--- src/rtl/mem_arb.sv ---
// mem_arb: round-robin arbiter for two requesters sharing one memory command
// port. Accepted reads are tracked in an in-order tag FIFO so that each
// returning read word can be steered back to the requester that issued it.
`timescale 1ns/1ps
module mem_arb #(
  parameter int DATA_WIDTH       = 64,
  parameter int ADDR_WIDTH       = 26,
  parameter int BYTEEN_WIDTH     = 8,
  parameter int BURSTCOUNT_WIDTH = 7,
  parameter int TAG_DEPTH        = 16,
  parameter int RD_LATENCY       = 4
) (
  input  logic                        pClk,
  input  logic                        SoftReset,

  input  logic                        r0_write,
  input  logic                        r0_read,
  input  logic [ADDR_WIDTH-1:0]       r0_address,
  input  logic [DATA_WIDTH-1:0]       r0_writedata,
  input  logic [BYTEEN_WIDTH-1:0]     r0_byteenable,
  input  logic [BURSTCOUNT_WIDTH-1:0] r0_burstcount,
  input  logic [2:0]                  r0_readdata_sel,
  output logic                        r0_ready,
  output logic                        r0_rd_valid,
  output logic [DATA_WIDTH-1:0]       r0_rd_data,

  input  logic                        r1_write,
  input  logic                        r1_read,
  input  logic [ADDR_WIDTH-1:0]       r1_address,
  input  logic [DATA_WIDTH-1:0]       r1_writedata,
  input  logic [BYTEEN_WIDTH-1:0]     r1_byteenable,
  input  logic [BURSTCOUNT_WIDTH-1:0] r1_burstcount,
  input  logic [2:0]                  r1_readdata_sel,
  output logic                        r1_ready,
  output logic                        r1_rd_valid,
  output logic [DATA_WIDTH-1:0]       r1_rd_data,

  output logic                        mem_write,
  output logic                        mem_read,
  output logic [ADDR_WIDTH-1:0]       mem_address,
  output logic [DATA_WIDTH-1:0]       mem_writedata,
  output logic [BYTEEN_WIDTH-1:0]     mem_byteenable,
  output logic [BURSTCOUNT_WIDTH-1:0] mem_burstcount,
  output logic [2:0]                  mem_readdata_sel,
  output logic                        mem_read_ddr_data,

  input  logic                        mem_cmd_fifo_full,
  input  logic                        mem_data_ready,
  input  logic [DATA_WIDTH-1:0]       mem_readdata,

  output logic [$clog2(TAG_DEPTH):0]  outstanding,
  output logic                        err_proto,
  output logic                        err_orphan
);

  localparam int PTR_W = $clog2(TAG_DEPTH);
  localparam logic [PTR_W:0]   FULL_CNT = (PTR_W+1)'(TAG_DEPTH);
  localparam logic [PTR_W:0]   CNT_ONE  = (PTR_W+1)'(1);
  localparam logic [PTR_W-1:0] PTR_ONE  = PTR_W'(1);

  typedef enum logic {
    LAST0 = 1'b0,
    LAST1 = 1'b1
  } arb_state_t;

  arb_state_t state_reg;
  arb_state_t state_next;

  // Candidate selection and the muxed command of the candidate
  logic                        act0;
  logic                        act1;
  logic                        cand0;
  logic                        cand1;
  logic                        sel_write;
  logic                        sel_read;
  logic                        sel_read_only;
  logic [ADDR_WIDTH-1:0]       sel_address;
  logic [DATA_WIDTH-1:0]       sel_writedata;
  logic [BYTEEN_WIDTH-1:0]     sel_byteenable;
  logic [BURSTCOUNT_WIDTH-1:0] sel_burstcount;
  logic [2:0]                  sel_readdata_sel;

  // Handshake / FIFO control
  logic accept;
  logic stall;
  logic push;
  logic pop;
  logic tag_empty;
  logic head_id;

  // Registered command port
  logic                        mem_write_reg;
  logic                        mem_read_reg;
  logic [ADDR_WIDTH-1:0]       mem_address_reg;
  logic [DATA_WIDTH-1:0]       mem_writedata_reg;
  logic [BYTEEN_WIDTH-1:0]     mem_byteenable_reg;
  logic [BURSTCOUNT_WIDTH-1:0] mem_burstcount_reg;
  logic [2:0]                  mem_readdata_sel_reg;

  // Tag FIFO and status
  logic                        tag_mem [TAG_DEPTH];
  logic [PTR_W-1:0]            wr_ptr_reg;
  logic [PTR_W-1:0]            rd_ptr_reg;
  logic [PTR_W:0]              outstanding_reg;
  logic                        err_proto_reg;
  logic                        err_orphan_reg;

  // Response steering pipeline, one stage per cycle of read latency
  logic [RD_LATENCY-1:0]       pipe_valid_reg;
  logic [RD_LATENCY-1:0]       pipe_id_reg;

  // Pick the candidate requester and mux its command fields
  always_comb begin
    act0  = r0_write | r0_read;
    act1  = r1_write | r1_read;
    // With both active, the one not granted last time goes next.
    cand0 = act0 & (~act1 | (state_reg == LAST1));
    cand1 = act1 & (~act0 | (state_reg == LAST0));
    if (cand1) begin
      sel_write        = r1_write;
      sel_read         = r1_read;
      sel_address      = r1_address;
      sel_writedata    = r1_writedata;
      sel_byteenable   = r1_byteenable;
      sel_burstcount   = r1_burstcount;
      sel_readdata_sel = r1_readdata_sel;
    end else begin
      sel_write        = r0_write;
      sel_read         = r0_read;
      sel_address      = r0_address;
      sel_writedata    = r0_writedata;
      sel_byteenable   = r0_byteenable;
      sel_burstcount   = r0_burstcount;
      sel_readdata_sel = r0_readdata_sel;
    end
    // A combined write+read is executed as a write; the read is dropped.
    sel_read_only = sel_read & ~sel_write;
  end

  // Read-response pop: only when a read is actually in flight
  always_comb begin
    tag_empty = (outstanding_reg == '0);
    pop       = mem_data_ready & ~tag_empty & ~SoftReset;
    head_id   = tag_mem[rd_ptr_reg];
  end

  // Arbitration FSM next-state logic and the ready handshake
  always_comb begin
    state_next = state_reg;
    r0_ready   = 1'b0;
    r1_ready   = 1'b0;
    accept     = 1'b0;
    push       = 1'b0;
    // A pop in the same cycle frees a tag slot, so a read may still be
    // taken while the FIFO is full as long as a response is leaving.
    stall = mem_cmd_fifo_full |
            (sel_read_only & (outstanding_reg == FULL_CNT) & ~pop);
    if ((cand0 | cand1) & ~stall & ~SoftReset) begin
      accept     = 1'b1;
      r0_ready   = cand0;
      r1_ready   = cand1;
      push       = sel_read_only;
      state_next = cand1 ? LAST1 : LAST0;
    end
  end

  // Arbitration FSM state register
  always_ff @(posedge pClk) begin
    if (SoftReset) begin
      state_reg <= LAST1;
    end else begin
      state_reg <= state_next;
    end
  end

  // Register the accepted command; strobes last one cycle, fields hold
  always_ff @(posedge pClk) begin
    if (SoftReset) begin
      mem_write_reg        <= 1'b0;
      mem_read_reg         <= 1'b0;
      mem_address_reg      <= '0;
      mem_writedata_reg    <= '0;
      mem_byteenable_reg   <= '0;
      mem_burstcount_reg   <= '0;
      mem_readdata_sel_reg <= '0;
    end else begin
      mem_write_reg <= accept & sel_write;
      mem_read_reg  <= accept & sel_read_only;
      if (accept) begin
        mem_address_reg      <= sel_address;
        mem_writedata_reg    <= sel_writedata;
        mem_byteenable_reg   <= sel_byteenable;
        mem_burstcount_reg   <= sel_burstcount;
        mem_readdata_sel_reg <= sel_readdata_sel;
      end
    end
  end

  // Sticky protocol error flags
  always_ff @(posedge pClk) begin
    if (SoftReset) begin
      err_proto_reg  <= 1'b0;
      err_orphan_reg <= 1'b0;
    end else begin
      if (accept & sel_write & sel_read) begin
        err_proto_reg <= 1'b1;
      end
      if (mem_data_ready & tag_empty) begin
        err_orphan_reg <= 1'b1;
      end
    end
  end

  // Tag storage: requester ID of each accepted read, no reset needed
  always_ff @(posedge pClk) begin
    if (push) begin
      tag_mem[wr_ptr_reg] <= cand1;
    end
  end

  // Tag FIFO pointers (wrap naturally) and in-flight read count
  always_ff @(posedge pClk) begin
    if (SoftReset) begin
      wr_ptr_reg      <= '0;
      rd_ptr_reg      <= '0;
      outstanding_reg <= '0;
    end else begin
      if (push) begin
        wr_ptr_reg <= wr_ptr_reg + PTR_ONE;
      end
      if (pop) begin
        rd_ptr_reg <= rd_ptr_reg + PTR_ONE;
      end
      case ({push, pop})
        2'b10:   outstanding_reg <= outstanding_reg + CNT_ONE;
        2'b01:   outstanding_reg <= outstanding_reg - CNT_ONE;
        default: outstanding_reg <= outstanding_reg;
      endcase
    end
  end

  // Delay popped IDs until the matching data word appears on mem_readdata
  always_ff @(posedge pClk) begin
    if (SoftReset) begin
      pipe_valid_reg <= '0;
      pipe_id_reg    <= '0;
    end else begin
      pipe_valid_reg[0] <= pop;
      pipe_id_reg[0]    <= head_id;
      for (int i = 1; i < RD_LATENCY; i++) begin
        pipe_valid_reg[i] <= pipe_valid_reg[i-1];
        pipe_id_reg[i]    <= pipe_id_reg[i-1];
      end
    end
  end

  assign r0_rd_valid = pipe_valid_reg[RD_LATENCY-1] & ~pipe_id_reg[RD_LATENCY-1];
  assign r1_rd_valid = pipe_valid_reg[RD_LATENCY-1] &  pipe_id_reg[RD_LATENCY-1];
  assign r0_rd_data  = mem_readdata;
  assign r1_rd_data  = mem_readdata;

  assign mem_write         = mem_write_reg;
  assign mem_read          = mem_read_reg;
  assign mem_address       = mem_address_reg;
  assign mem_writedata     = mem_writedata_reg;
  assign mem_byteenable    = mem_byteenable_reg;
  assign mem_burstcount    = mem_burstcount_reg;
  assign mem_readdata_sel  = mem_readdata_sel_reg;
  assign mem_read_ddr_data = pop;

  assign outstanding = outstanding_reg;
  assign err_proto   = err_proto_reg;
  assign err_orphan  = err_orphan_reg;

endmodule

--- config.mk ---
export PLATFORM = sky130hd
export DESIGN_NAME = mem_arb
export DESIGN_NICKNAME = d
export VERILOG_FILES = /design/src/rtl/mem_arb.sv
export SDC_FILE = /design/constraint.sdc
export NUM_CORES = 1
export LEC_CHECK = 0
export CAP_MARGIN = 20
export CELL_PAD_IN_SITES_DETAIL_PLACEMENT = 1
export CELL_PAD_IN_SITES_GLOBAL_PLACEMENT = 1
export CORE_AREA = 2 2 209 211
export DETAILED_ROUTE_END_ITERATION = 7
export DIE_AREA = 0 0 211 213
export HOLD_SLACK_MARGIN = 0.05
export PLACE_DENSITY = 0.67
export RECOVER_POWER = 100
export REMOVE_ABC_BUFFERS = 1
export SLEW_MARGIN = 20
export SYNTH_ARGS = -nofsm -noshare
export SYNTH_HDL_FRONTEND = slang
export SYNTH_SLANG_ARGS = --single-unit
--- constraint.sdc ---
create_clock -name pClk -period 8.3 [get_ports pClk]
set_input_delay 1.66 -clock pClk [delete_from_list [all_inputs] [get_ports pClk]]
set_output_delay 1.66 -clock pClk [all_outputs]
set_load 0.01 [all_outputs]
==> results of run 1 <==
[cell families (layout without fill, tap and decap cells)]
kind of cell / Yosys count / count (layout) / share of synthesized area
AND/OR/NAND/NOR: 299 / 299 / 0.170
AO/OA/AOI/OAI: 251 / 251 / 0.176
buffers and inverters: 231 / 393 / 0.156
flip-flops: 150 / 150 / 0.346
multiplexers: 117 / 117 / 0.135
adder cells (fa/ha/maj): 9 / 9 / 0.0123
XOR/XNOR: 5 / 5 / 0.00480
other: 0 / 2 / 0
[cell usage in the layout (no fill, tap or decap), types with 9 or more instances in the layout]
cell type / n
sky130_fd_sc_hd__o21ai_1: 15
sky130_fd_sc_hd__nor2_1: 17
sky130_fd_sc_hd__o21ai_0: 96
sky130_fd_sc_hd__a21boi_0: 109
sky130_fd_sc_hd__dlygate4sd3_1: 124
sky130_fd_sc_hd__dfxtp_1: 134
sky130_fd_sc_hd__and3_1: 119
sky130_fd_sc_hd__clkdlybuf4s50_1: 221
sky130_fd_sc_hd__clkbuf_16: 17
sky130_fd_sc_hd__mux2i_1: 112
sky130_fd_sc_hd__a21oi_1: 9
sky130_fd_sc_hd__nor2b_1: 11
sky130_fd_sc_hd__edfxtp_1: 16
sky130_fd_sc_hd__nand2_1: 116
sky130_fd_sc_hd__ha_1: 9
[cell usage after synthesis (3+ instances only)]
cell type,n
sky130_fd_sc_hd__a211o_1,4
sky130_fd_sc_hd__a21boi_0,109
sky130_fd_sc_hd__a21oi_1,9
sky130_fd_sc_hd__and3_1,119
sky130_fd_sc_hd__and4_1,3
sky130_fd_sc_hd__buf_2,7
sky130_fd_sc_hd__buf_4,129
sky130_fd_sc_hd__buf_6,8
sky130_fd_sc_hd__clkbuf_1,78
sky130_fd_sc_hd__dfxtp_1,134
sky130_fd_sc_hd__edfxtp_1,16
sky130_fd_sc_hd__ha_1,9
sky130_fd_sc_hd__inv_1,7
sky130_fd_sc_hd__mux2i_1,112
sky130_fd_sc_hd__mux4_2,5
sky130_fd_sc_hd__nand2_1,116
sky130_fd_sc_hd__nand2b_1,4
sky130_fd_sc_hd__nand3_1,5
sky130_fd_sc_hd__nand4_1,4
sky130_fd_sc_hd__nor2_1,17
sky130_fd_sc_hd__nor2b_1,11
sky130_fd_sc_hd__nor3_1,8
sky130_fd_sc_hd__o21ai_0,93
sky130_fd_sc_hd__o21ai_1,20
sky130_fd_sc_hd__xor2_1,5
[worst paths after layout]
path,start,endpoint,slack [ps],depth (start not counted)
worst max-delay path,SoftReset,r0_ready,1810,7
worst max register to register,state_reg,outstanding[2],4580,11
worst min-delay path,pipe_valid_reg[2],pipe_valid_reg[3],440,1
worst min register to register,pipe_valid_reg[2],pipe_valid_reg[3],440,1
[where the power goes]
part / internal, mW / switching, mW
Clock: 0.490 / 0.362
Sequential: 0.770 / 0.0238
Combinational: 0.224 / 0.192
[stage by stage]
step	setup WS [ps]	std cells	hold slack, ps	total power, mW	TNS (ps)
final	1810	1772	439	2.06	0
after global routing	1570	1770	461	2.18	0
after CTS	2550	1769	445	2.12	0
after detailed placement	2550	1737	430	1.25	0
after global placement	2620	1737	418	1.24	0
after floorplan	-2900	838	414	1.02	-160680
[metal layers]
layer  part of all wire  wire length [µm]  GRT usage  up-vias
met2               0.40             17100      0.257      528
met5              0.018               745      0.119        -
li1                   -                 -          -     3882
met3               0.19              8080      0.177       53
met4              0.013               538     0.0423       20
met1               0.38             16100      0.190     3953
[cell type report]
class                   instances  share of cell area
multi-input cells             681               0.362
repair buffers                354               0.281
flip-flops and latches        150               0.250
well taps                     546              0.0541
clock buffers                  18              0.0348
clock inverters                14              0.0150
inverters                       7             0.00248
diodes                          2            0.000396
==> load_flow_metrics.sql, run 1 <==
INSERT INTO impl_metrics (metric_group, metric, value, unit) VALUES
('yosys', 'asyncSetResetFlopFracSynth', '0', ''),
('die', 'rows', '76', ''),
('yosys', 'ys_types', '48', ''),
('global_route', 'first_global_vias', '8408', ''),
('layout', 'num-fill-cells', '4957', ''),
('die', 'io_pins', '538', ''),
('global_route', 'grt_overflow', '0', ''),
('critical_path', 'cpMaxStageDelayCell', 'sky130_fd_sc_hd__a211oi_1', ''),
('sta', 'max_clock_freq', '154', 'MHz'),
('critical_path', 'worstSetupPathType', 'in2out', ''),
('yosys', 'synth_cells', '1062', ''),
('outcome', 'failing_checks', 'capacitance limit, slew limit', ''),
('die', 'floorplan.die.height', '213', 'µm'),
('yosys', 'yosys_register_bits', '150', ''),
('power', 'power-per-cell-area', '163', 'nW/µm²'),
('global_route', 'track_usage', '0.185', ''),
('power', 'ir_worst_vdd', '97.3', 'µV'),
('cts', 'cts_root_buf', 'sky130_fd_sc_hd__clkbuf_16', ''),
('layout', 'finish.utilization', '0.296', ''),
('critical_path', 'req_time_crit_path', '6640', 'ps'),
('detailed_routing', 'viasPerCell', '4.76', ''),
('cts', 'tritoncts', 'done', ''),
('outcome', 'result_of_the_run', 'finished with violations', ''),
('critical_path', 'critical_path.startpoint_type', 'primary input', ''),
('critical_path', 'worst_path_top_cell_family_by_delay', 'buffers and inverters', ''),
('layout', 'fin_area', '12600', 'µm²'),
('layout', 'layout.nets', '1508', ''),
('sta', 'timing.final.crit_share', '0.782', ''),
('cts', 'cts.reportedPaths.clkPinSlew', '70', 'ps'),
('yosys', 'yosys_warnings', '0', ''),
('critical_path', 'endpoint_type_of_the_worst_setup_path', 'primary output', ''),
('detailed_routing', 'drc', '0', ''),
('die', 'initial_core_util', '0.214', ''),
('placed_design', 'dp.final_hpwl', '32100', 'µm'),
('sta', 'finalCriticalPeriod', '6490', 'ps'),
('cts', 'htree_num_levels', '4', ''),
('power', 'total_leakage_power', '5.62', 'nW'),
('placed_design', 'place.gp.congestion', '0.867', ''),
('sta', 'final-max-slew-violation-count', '58', ''),
('layout', 'largest_register_ffs', '64', ''),
('global_route', 'first_pass_grt_wire_length', '59100', 'µm'),
('cts', 'clock_path_buffers', '2', ''),
('sta', 'fin_worst_skew', '10.2', 'ps'),
('cts', 'ctsHoldBuffers', '0', ''),
('placed_design', 'buffer_ports.inserted', '345', ''),
('sta', 'timing.final.hold_violations', '0', ''),
('placed_design', 'postPlaceCellArea', '12000', 'µm²'),
('detailed_routing', 'route.vias.total', '8436', ''),
('cts', 'insertion_delay', '450', 'ps'),
('yosys', 'synth_largest_type_area_fraction', '0.294', ''),
('yosys', 'synthesis.area_per_instance', '8.60', 'µm²'),
('yosys', 'syn-cell-area', '9130', 'µm²'),
('layout', 'multi_input_area', '4570', 'µm²'),
('critical_path', 'timing.critical_path.arrival', '4830', 'ps'),
('critical_path', 'cpPeakStageDelay', '940', 'ps'),
('cts', 'cts_buffers', '17', ''),
('layout', 'p_r_area_growth_vs_syn', '38.3', '%'),
('cts', 'clkSinkCount', '150', ''),
('detailed_routing', 'drt-wirelength-per-cell', '24.0', 'µm'),
('yosys', 'synth_enable_flop_cells', '16', ''),
('critical_path', 'crit_chain', 'dlygate4sd3_1, clkbuf_1, a211oi_1, o21ai_4, buf_4, nor3_1, dlygate4sd3_1', ''),
('die', 'fp.dieW', '211', 'µm'),
('detailed_routing', 'postRouteAntennaNets', '0', ''),
('critical_path', 'cp_common_cell', 'sky130_fd_sc_hd__dlygate4sd3_1', ''),
('detailed_routing', 'initialDrtViolationCount', '412', ''),
('cts', 'cts_resized', '0', ''),
('detailed_routing', 'first_pass_iters', '5', ''),
('job', 'cap_viol_max_count', '1', ''),
('layout', 'post_route_cells_drive_above_1_share', '0.0425', ''),
('sta', 'maxSlewHeadroom', '-0.548', ''),
('yosys', 'yosys-top-cells-area', 'sky130_fd_sc_hd__dfxtp_1, sky130_fd_sc_hd__mux2i_1, sky130_fd_sc_hd__buf_4, sky130_fd_sc_hd__a21boi_0, sky130_fd_sc_hd__and3_1', '');
(Power assumes the default switching activity.)
==> run 2, diff against run 1 <==
Settings changed: CORE_AREA 2 2 209 211 to 2 2 210 212, DIE_AREA 0 0 211 213 to 0 0 212 214, PLACE_DENSITY 0.67 to 0.69.
Clock period 8.3 ns to 5.7 ns, I/O delays scaled along.
==> load_flow_metrics.sql, run 2 (synthesis results as in run 1) <==
INSERT INTO impl_metrics (metric_group, metric, value, unit) VALUES
('outcome', 'result_of_the_run', 'finished with violations', ''),
('outcome', 'failing_checks', 'capacitance limit, slew limit', ''),
('sta', 'rsz_0062_raised_after_global_routing', 'false', ''),
('worst_hold_path', 'holdCritStartpoint', 'pipe_valid_reg[1]', ''),
('layout', 'post_route_cells_drive_above_1_share', '0.0447', ''),
('detailed_routing', 'drc', '0', ''),
('critical_path', 'cp_common_cell', 'sky130_fd_sc_hd__dlygate4sd3_1', ''),
('cts', 'insertion_delay', '440', 'ps'),
('layout', 'post_route_insts_no_fill', '1823', ''),
('placed_design', 'place_ws', '1100', 'ps'),
('detailed_routing', 'route.vias.total', '8366', ''),
('critical_path', 'worstSetupPathType', 'in2out', ''),
('power', 'power.clock.fraction', '0.396', ''),
('die', 'rows', '76', ''),
('cts', 'htree_num_levels', '4', ''),
('power', 'seq_power_share', '0.395', ''),
('die', 'core_area', '42900', 'µm²'),
('cts', 'tritoncts', 'done', ''),
('layout', 'fin_area', '12700', 'µm²'),
('detailed_routing', 'viasPerCell', '4.59', ''),
('power', 'power', '2.93', 'mW'),
('critical_path', 'worst_r2r_startpoint', 'state_reg', ''),
('power', 'switching_component_of_the_power', '0.813', 'mW'),
('critical_path', 'cpMaxStageDelayCell', 'sky130_fd_sc_hd__dlygate4sd3_1', ''),
('layout', 'commonest_non_fill_non_tap_cells_in_the_layout', 'sky130_fd_sc_hd__clkdlybuf4s50_1, sky130_fd_sc_hd__dfxtp_1, sky130_fd_sc_hd__dlygate4sd3_1', ''),
('global_route', 'grt_overflow', '0', ''),
('detailed_routing', 'postRouteAntennaNets', '0', ''),
('power', 'power-per-cell-area', '231', 'nW/µm²'),
('cts', 'cts_root_buf', 'sky130_fd_sc_hd__clkbuf_16', ''),
('cts', 'cts_resized', '0', ''),
('critical_path', 'cpPeakStageDelay', '710', 'ps'),
('placed_design', 'numPlacedInstances', '1784', ''),
('critical_path', 'critical_path.startpoint_type', 'primary input', ''),
('sta', 'finalWorstSetupSlack', '677', 'ps'),
('die', 'floorplan.die.height', '214', 'µm'),
('sta', 'finalCriticalPeriod', '5020', 'ps'),
('cts', 'cts.reportedPaths.clkPinSlew', '60', 'ps'),
('die', 'fp.dieW', '212', 'µm'),
('critical_path', 'crit_chain', 'dlygate4sd3_1, and3b_1, a211oi_1, o21ai_4, nor3_1, dlygate4sd3_1', ''),
('cts', 'ctsHoldBuffers', '0', ''),
('power', 'total_leakage_power', '5.63', 'nW'),
('layout', 'layout.nets', '1515', ''),
('worst_hold_path', 'min-delay-path-class', 'reg2reg', ''),
('global_route', 'first_pass_grt_wire_length', '60100', 'µm'),
('detailed_routing', 'first_pass_iters', '4', ''),
('placed_design', 'postPlaceCellArea', '12100', 'µm²'),
('layout', 'num-fill-cells', '5003', ''),
('detailed_routing', 'drt-wirelength-per-cell', '23.3', 'µm'),
('die', 'die_area', '45400', 'µm²'),
('sta', 'worst_slew_pin_slew', '1820', 'ps'),
('sta', 'timing.final.hold_violations', '0', ''),
('cts', 'clock_path_buffers', '2', ''),
('placed_design', 'buffer_ports.inserted', '345', ''),
('critical_path', 'endpoint_type_of_the_worst_setup_path', 'primary output', ''),
('global_route', 'first_global_vias', '8513', ''),
('critical_path', 'worstSetupStartpoint', 'r0_write', ''),
('power', 'p_sw_frac', '0.277', ''),
('global_route', 'grt_antenna_before_repair', '5', ''),
('sta', 'fin_worst_skew', '9.79', 'ps'),
('placed_design', 'place.gp.congestion', '0.868', ''),
('sta', 'max_clock_freq', '199', 'MHz'),
('layout', 'largest_register_ffs', '64', ''),
('critical_path', 'timing.critical_path.arrival', '3880', 'ps'),
('detailed_routing', 'finalWirelength', '42400', 'µm'),
('power', 'portion_of_total_power_attributed_to_combinational_logic', '0.209', ''),
('cts', 'cts_setup_buffers', '0', ''),
('cts', 'clkSinkCount', '150', ''),
('cts', 'cts_buffers', '17', ''),
('critical_path', 'req_time_crit_path', '4560', 'ps'),
('die', 'io_pins', '538', ''),
('layout', 'layout.cells.most_common', 'sky130_fd_sc_hd__clkdlybuf4s50_1', ''),
('global_route', 'track_usage', '0.184', ''),
('placed_design', 'dp.final_hpwl', '32800', 'µm'),
('sta', 'timing.final.crit_share', '0.881', ''),
('sta', 'fin_tns_setup', '0', 'ps'),
('power', 'ir_worst_vdd', '112', 'µV'),
('sta', 'setup-violations-final', '0', ''),
('die', 'initial_core_util', '0.213', ''),
('sta', 'maxSlewHeadroom', '-0.210', ''),
('critical_path', 'crit_path_max_fanout', '11', ''),
('global_route', 'pin_count_of_the_biggest_net_entering_global_routing', '107', ''),
('detailed_routing', 'initialDrtViolationCount', '431', ''),
('power', 'intPower', '2.12', 'mW'),
('job', 'cap_viol_max_count', '2', ''),
('layout', 'p_r_area_growth_vs_syn', '38.8', '%'),
('sta', 'final-max-slew-violation-count', '148', '');
## run 2: cell types whose count changed in the layout (fill, tap and decap cells not counted), moves of 3 or more
cell	delta
sky130_fd_sc_hd__buf_4	+5
sky130_fd_sc_hd__clkbuf_1	+3
sky130_fd_sc_hd__diode_2	+5
sky130_fd_sc_hd__o21ai_0	+6
sky130_fd_sc_hd__o21ai_1	-6
## run 2: per-layer routing
metal | part of all wire | vias to the layer above | global-route usage
li1 | - | 3901 | -
met1 | 0.39 | 3908 | 0.202
met2 | 0.39 | 489 | 0.250
met3 | 0.18 | 54 | 0.169
met4 | 0.013 | 14 | 0.0413
met5 | 0.018 | - | 0.0970
## run 2: layout make-up
type,count,area (µm²),area share
diodes,7,17.5,0.00138
clock buffers,23,499,0.0394
clock inverters,9,86.3,0.00681
inverters,7,31.3,0.00247
multi-input cells,681,4560,0.360
flip-flops and latches,150,3160,0.250
well taps,585,732,0.0578
repair buffers,361,3580,0.283
## run 2: power groups by stage
| stage | combinational [mW] | sequential, mW | clock (mW) |
|---|---|---|---|
| 4_1_cts | 0.641 | 1.16 | 1.21 |
| 6_report | 0.612 | 1.16 | 1.16 |
| 3_5_place_dp | 0.638 | 1.18 | 0 |
| 5_1_grt | 0.669 | 1.17 | 1.26 |
| 3_3_place_gp | 0.627 | 1.18 | 0 |
| 2_1_floorplan | 0.286 | 1.20 | 0 |
## run 2: per-stage QoR
stage / util / hold WS [ps]
2_1_floorplan: - / 414
3_3_place_gp: 0.282 / 423
3_5_place_dp: 0.282 / 425
4_1_cts: 0.296 / 436
5_1_grt: 0.295 / 455
6_report: 0.295 / 433
## run 2: critical path: cells and delay by family
family / cells / cell delay [ps]
buffers and inverters: 2 / 1330
AOI/OAI and AO/OA: 2 / 920
and+or+nand+nor: 2 / 490
## run 2: final timing paths
check,cells past startpoint,endpoint,slack (ps)
setup reg to reg,11,outstanding[4],2010
setup / recovery,6,r0_ready,680
hold / removal,1,pipe_valid_reg[2],430
hold reg to reg,1,pipe_valid_reg[2],430
